===== src/rtl/rv32i_alu.sv =====
// RV32I execute-stage ALU: combinational result and zero flag, plus a
// registered copy of the result for pipelined consumers.
`timescale 1ns/1ps

module rv32i_alu #(
    parameter int unsigned N_BITS = 32
) (
    input  logic              clk,
    input  logic              rst_n,
    input  logic [3:0]        alu_op,
    input  logic [N_BITS-1:0] in0,
    input  logic [N_BITS-1:0] in1,
    output logic [N_BITS-1:0] out,
    output logic              zero,
    output logic [N_BITS-1:0] out_q
);

    localparam int unsigned SHAMT_W = $clog2(N_BITS);

    localparam logic [3:0] OP_ADD  = 4'b0000;
    localparam logic [3:0] OP_SUB  = 4'b0001;
    localparam logic [3:0] OP_SLL  = 4'b0010;
    localparam logic [3:0] OP_SLT  = 4'b0100;
    localparam logic [3:0] OP_SLTU = 4'b0110;
    localparam logic [3:0] OP_XOR  = 4'b1000;
    localparam logic [3:0] OP_SRL  = 4'b1010;
    localparam logic [3:0] OP_SRA  = 4'b1011;
    localparam logic [3:0] OP_OR   = 4'b1100;
    localparam logic [3:0] OP_AND  = 4'b1110;

    logic [SHAMT_W-1:0]       w_shamt;
    logic [N_BITS-1:0]        w_add;
    logic [N_BITS-1:0]        w_sub;
    logic [N_BITS-1:0]        w_sll;
    logic [N_BITS-1:0]        w_srl;
    logic signed [N_BITS-1:0] w_sra;
    logic                     w_lt_s;
    logic                     w_lt_u;
    logic [N_BITS-1:0]        w_out;
    logic [N_BITS-1:0]        r_out_q;

    // Datapath candidates; upper bits of in1 never reach the shifters.
    always_comb begin
        w_shamt = in1[SHAMT_W-1:0];
        w_add   = in0 + in1;
        w_sub   = in0 - in1;
        w_sll   = in0 << w_shamt;
        w_srl   = in0 >> w_shamt;
        w_sra   = $signed(in0) >>> w_shamt;
        w_lt_s  = $signed(in0) < $signed(in1);
        w_lt_u  = in0 < in1;
    end

    // Result select; unassigned op codes resolve to zero.
    always_comb begin
        w_out = '0;
        case (alu_op)
            OP_ADD:  w_out = w_add;
            OP_SUB:  w_out = w_sub;
            OP_SLL:  w_out = w_sll;
            OP_SLT:  w_out = N_BITS'(w_lt_s);
            OP_SLTU: w_out = N_BITS'(w_lt_u);
            OP_XOR:  w_out = in0 ^ in1;
            OP_SRL:  w_out = w_srl;
            OP_SRA:  w_out = w_sra;
            OP_OR:   w_out = in0 | in1;
            OP_AND:  w_out = in0 & in1;
            default: w_out = '0;
        endcase
    end

    always_ff @(posedge clk or negedge rst_n) begin
        if (!rst_n) begin
            r_out_q <= '0;
        end else begin
            r_out_q <= w_out;
        end
    end

    assign out   = w_out;
    assign zero  = (w_out == '0);
    assign out_q = r_out_q;

endmodule


===== config.mk =====
export PLATFORM = sky130hd
export DESIGN_NAME = rv32i_alu
export DESIGN_NICKNAME = d
export VERILOG_FILES = /design/src/rtl/rv32i_alu.sv
export SDC_FILE = /design/constraint.sdc
export NUM_CORES = 1
export LEC_CHECK = 0
export BUFFER_PORTS_ARGS = -buffer_cell sky130_fd_sc_hd__buf_2
export CAP_MARGIN = 20
export CORE_MARGIN = 5
export CORE_UTILIZATION = 53
export CTS_CLUSTER_SIZE = 20
export DETAILED_ROUTE_END_ITERATION = 6
export HOLD_SLACK_MARGIN = 0.05
export PLACE_DENSITY = 0.74
export SKIP_CTS_REPAIR_TIMING = 1
export SYNTH_ARGS = -nofsm -noshare
export SYNTH_HDL_FRONTEND = slang
export SYNTH_SLANG_ARGS = --single-unit

===== constraint.sdc =====
create_clock -name clk -period 16.6 [get_ports clk]
set_input_delay 3.32 -clock clk [delete_from_list [all_inputs] [get_ports clk]]
set_output_delay 3.32 -clock clk [all_outputs]
set_load 0.02 [all_outputs]

==> metrics.md <==
| Metric | Value |
|---|---|
| GP Congestion | 1.037 |
| Setup Viol. Count Final | 0 |
| H-tree depth | 2 |
| Non-filler instance count after layout | 1657 |
| Final #Nets | 1565 |
| Deepest clock path buffer count | 2 |
| Initial Util | 54.07% |
| Core Rows | 50 |
| Layout cells sized above 1 | 17.68% |
| Post-Syn Area | between 10000 and 15000 um^2 |
| Vias in the first global route | about 11000 |
| Die area | between 20000 and 25000 um^2 |
| Yosys cell types | 91 |
| Final min period | ~12 ns |
| Worst vdd ir | 0.03722 mV |
| Die X | 148.6 um |
| I/O pin count | 135 |
| Drt total wl | 45.97 mm |
| Comb power frac | approximately 66% |
| Leakage | 4.863 nW |
| Input/output buffers | 134 |
| Synth Instances | 1346 |
| Final Hold Fails | 0 |
| Mapped Nets | 1515 |
| Final HPWL DP | 35.26 mm |
| Kind of critical path | primary input to output port |
| Switching power | 305.0 uW |
| Ys async rst share | 100.0% |
| Tot GR Track Use | a little over 40% |
| Num CTS Buffers | 5 |
| Initial drt markers | 1600 |
| Sequential share of power | 15.2% |
| Multi-input combinational cell area | about 8500 um^2 |
| Synth Flop Type | dfrtp_1 |
| Hold Path Class | primary input to asynchronous set/reset pin |
| Grt ovf | 0 |
| Syn Area/Cell | ~7.6 um^2 |
| Wire length per cell | 27.74 um |
| Post-synth EDFFs | 0 |
| Post-synth top area share | 11.92% |
| Top cells by area, synth | ha_1 12%, dfrtp_1 7.9%, mux4_2 6.6%, a21oi_1 5.8%, mux2i_1 5.3% |
| WP data arrival | 8.49 ns |
| Switch share | 51.25% |
| Drt drc | 0 |
| Syn. warnings | 0 |
| Largest register FFs | 32 |
| Antenna Cells | 0 |
| Clk sink count | 32 |
| Unrepaired setup endpoints after global routing | no |
| Area leader, netlist | ha_1 |
| CTS root buf | clkbuf_16 |
| Largest net degree at the start of global routing | 74 |
| Req. time, crit path | 13.28 ns |
| Period utilization | 71.12% |
| Clock power frac | 18.8% |
| Setup crit start | in1[4] |
| CTS tree | yes |
| First-pass GRT wire length | 68.98 mm |
| Worst slew pin tran | roughly 1.2 ns |
| Fin Setup TNS | 0 ns |
| Register bit total from synthesis | 32 |
| Antenna-violating nets left | 0 |
| Pins Over Slew Limit | 0 |
| Result of the run | finished, final reports clean |
| Top achievable clock speed | 84.70 MHz |
| Crit start category | primary input |
| Internal Pwr Total | 290.2 uW |
| CP endpoint kind | output port |
| Pwr dens | 54.41 nW/um^2 |
| Crit Path Max Fanout | 46 |
| First-pass detailed-route iteration total | 6 |
| Core area | 18830 um^2 |
| DR vias/cell | 7.215 |
| Initial antenna violation count | 0 |
| Register area share after synthesis | 7.864% |
| Die H | 148.6 um |
| Fillers | approximately 1800 |
| Clk pin slew, worst setup/hold paths | 0.06 ns |
| Fin util | between 50% and 60% |
| Worst relative slew slack | 18.97% |
| Vias | approximately 12000 |
| Area grow syn2layout | 7.434% |
| MaxCap Viol Count | 0 |
| Register Area | 800.8 um^2 |
| Placed insts | 1649 |
-- critical path, cell delays in order --
cell      delay, ns
buf_2          0.07
buf_4          0.43
clkinv_1       0.68
ha_1           0.70
o211ai_1       0.16
a21oi_1        0.29
o211ai_1       0.19
a31oi_1        0.56
a221oi_1       0.32
a32oi_1        0.22
o21ai_0        0.24
a211o_1        0.29
nor4_1         0.35
nand4b_1       0.24
nor4_2         0.17
buf_2          0.21
-- through the flow --
| step | power, mW | cell area [um^2] | hold slack (ns) | setup WS, ns |
|---|---|---|---|---|
| 3_3_place_gp | 0.4696 | 10770 | 3.430 | 5.106 |
| 6_report | 0.5952 | 10940 | 3.105 | 4.794 |
| 4_1_cts | 0.5828 | 10940 | 3.151 | 5.086 |
| 2_1_floorplan | 0.3496 | 10180 | 3.024 | 5.668 |
| 3_5_place_dp | 0.4702 | 10770 | 3.457 | 5.098 |
| 5_1_grt | 0.6235 | 10940 | 3.164 | 4.564 |
-- layout by cell type, fill, tap and decap left out, types with 13 or more instances in the layout --
cell type,netlist,routed
buf_2,36,133
a21oi_1,117,117
nor2_1,109,108
nand2_1,99,99
ha_1,97,97
inv_1,95,95
o21ai_0,72,72
mux2i_1,54,54
nand3_1,36,36
dfrtp_1,32,32
mux4_2,30,30
nor3_1,30,30
o22ai_1,30,30
a211oi_1,28,28
o211ai_1,24,24
mux2_2,20,20
o31ai_1,20,20
buf_4,14,19
a22oi_1,16,16
a21o_1,13,13
a211o_1,13,13
-- final timing paths --
kind,slack (ns),cells after the start,end
max,4.79,16,zero
min,3.11,1,out_q[30]$_DFF_PN0_
max in group asynchronous,12.96,1,out_q[2]$_DFF_PN0_
min in group clk,3.62,4,out_q[6]$_DFF_PN0_
-- cell usage after synthesis, drive strengths merged, types with 10 or more instances --
cell and number:
dfrtp 32, ha 97, a211o 13, o31ai 21
nor2b 12, clkbuf 47, and3 12, a221oi 13
o21ai 79, inv 98, nor4 14, a21o 13
mux2i 54, o21a 10, a22oi 16, nor3 30
xnor2 12, o22ai 31, a21oi 118, nand3 37
a31oi 10, mux2 20, or3 11, nand2b 11
o221ai 12, a211oi 30, nor2 109, mux4 42
nand2 100, buf 62, o211ai 27
-- metal layers --
layer / vias to the layer above / part of all wire (%) / global-route usage (%)
li1: 5240 / - / -
met1: 5639 / 40 / 56.55
met2: 941 / 43 / 61.26
met3: 136 / 12 / 7.678
met4: 0 / 4.9 / 15.24
met5: - / 0 / 0
-- final cells by class --
type / instances / share of cell area, %
Timing Repair Buffer: 152 / 7.389
Inverter: 101 / 3.466
Sequential cell: 32 / 7.320
Tap cell: 260 / 2.974
Multi-Input combinational cell: 1104 / 77.32
Clock buffer: 5 / 1.144
Clock inverter: 3 / 0.3889
-- power by group through the flow --
stage | Combinational, mW | Sequential [mW] | Clock [mW]
after floorplan | 0.242 | 0.107 | 0
after global placement | 0.377 | 0.0921 | 0
after detailed placement | 0.378 | 0.0922 | 0
after CTS | 0.380 | 0.0908 | 0.112
after global routing | 0.415 | 0.0921 | 0.116
final | 0.393 | 0.0908 | 0.112
-- cell families (layout without fill, tap and decap cells) --
kind of cell	after synthesis	in the layout	share of synthesized area [%]
buf+inv	210	261	9.302
flops	32	32	7.864
fa+ha+maj	99	99	12.31
xor+xnor	13	13	1.118
mux	116	116	17.25
compound gates	489	489	33.30
simple gates	387	387	18.85
Power figures use the tool's default switching activity.
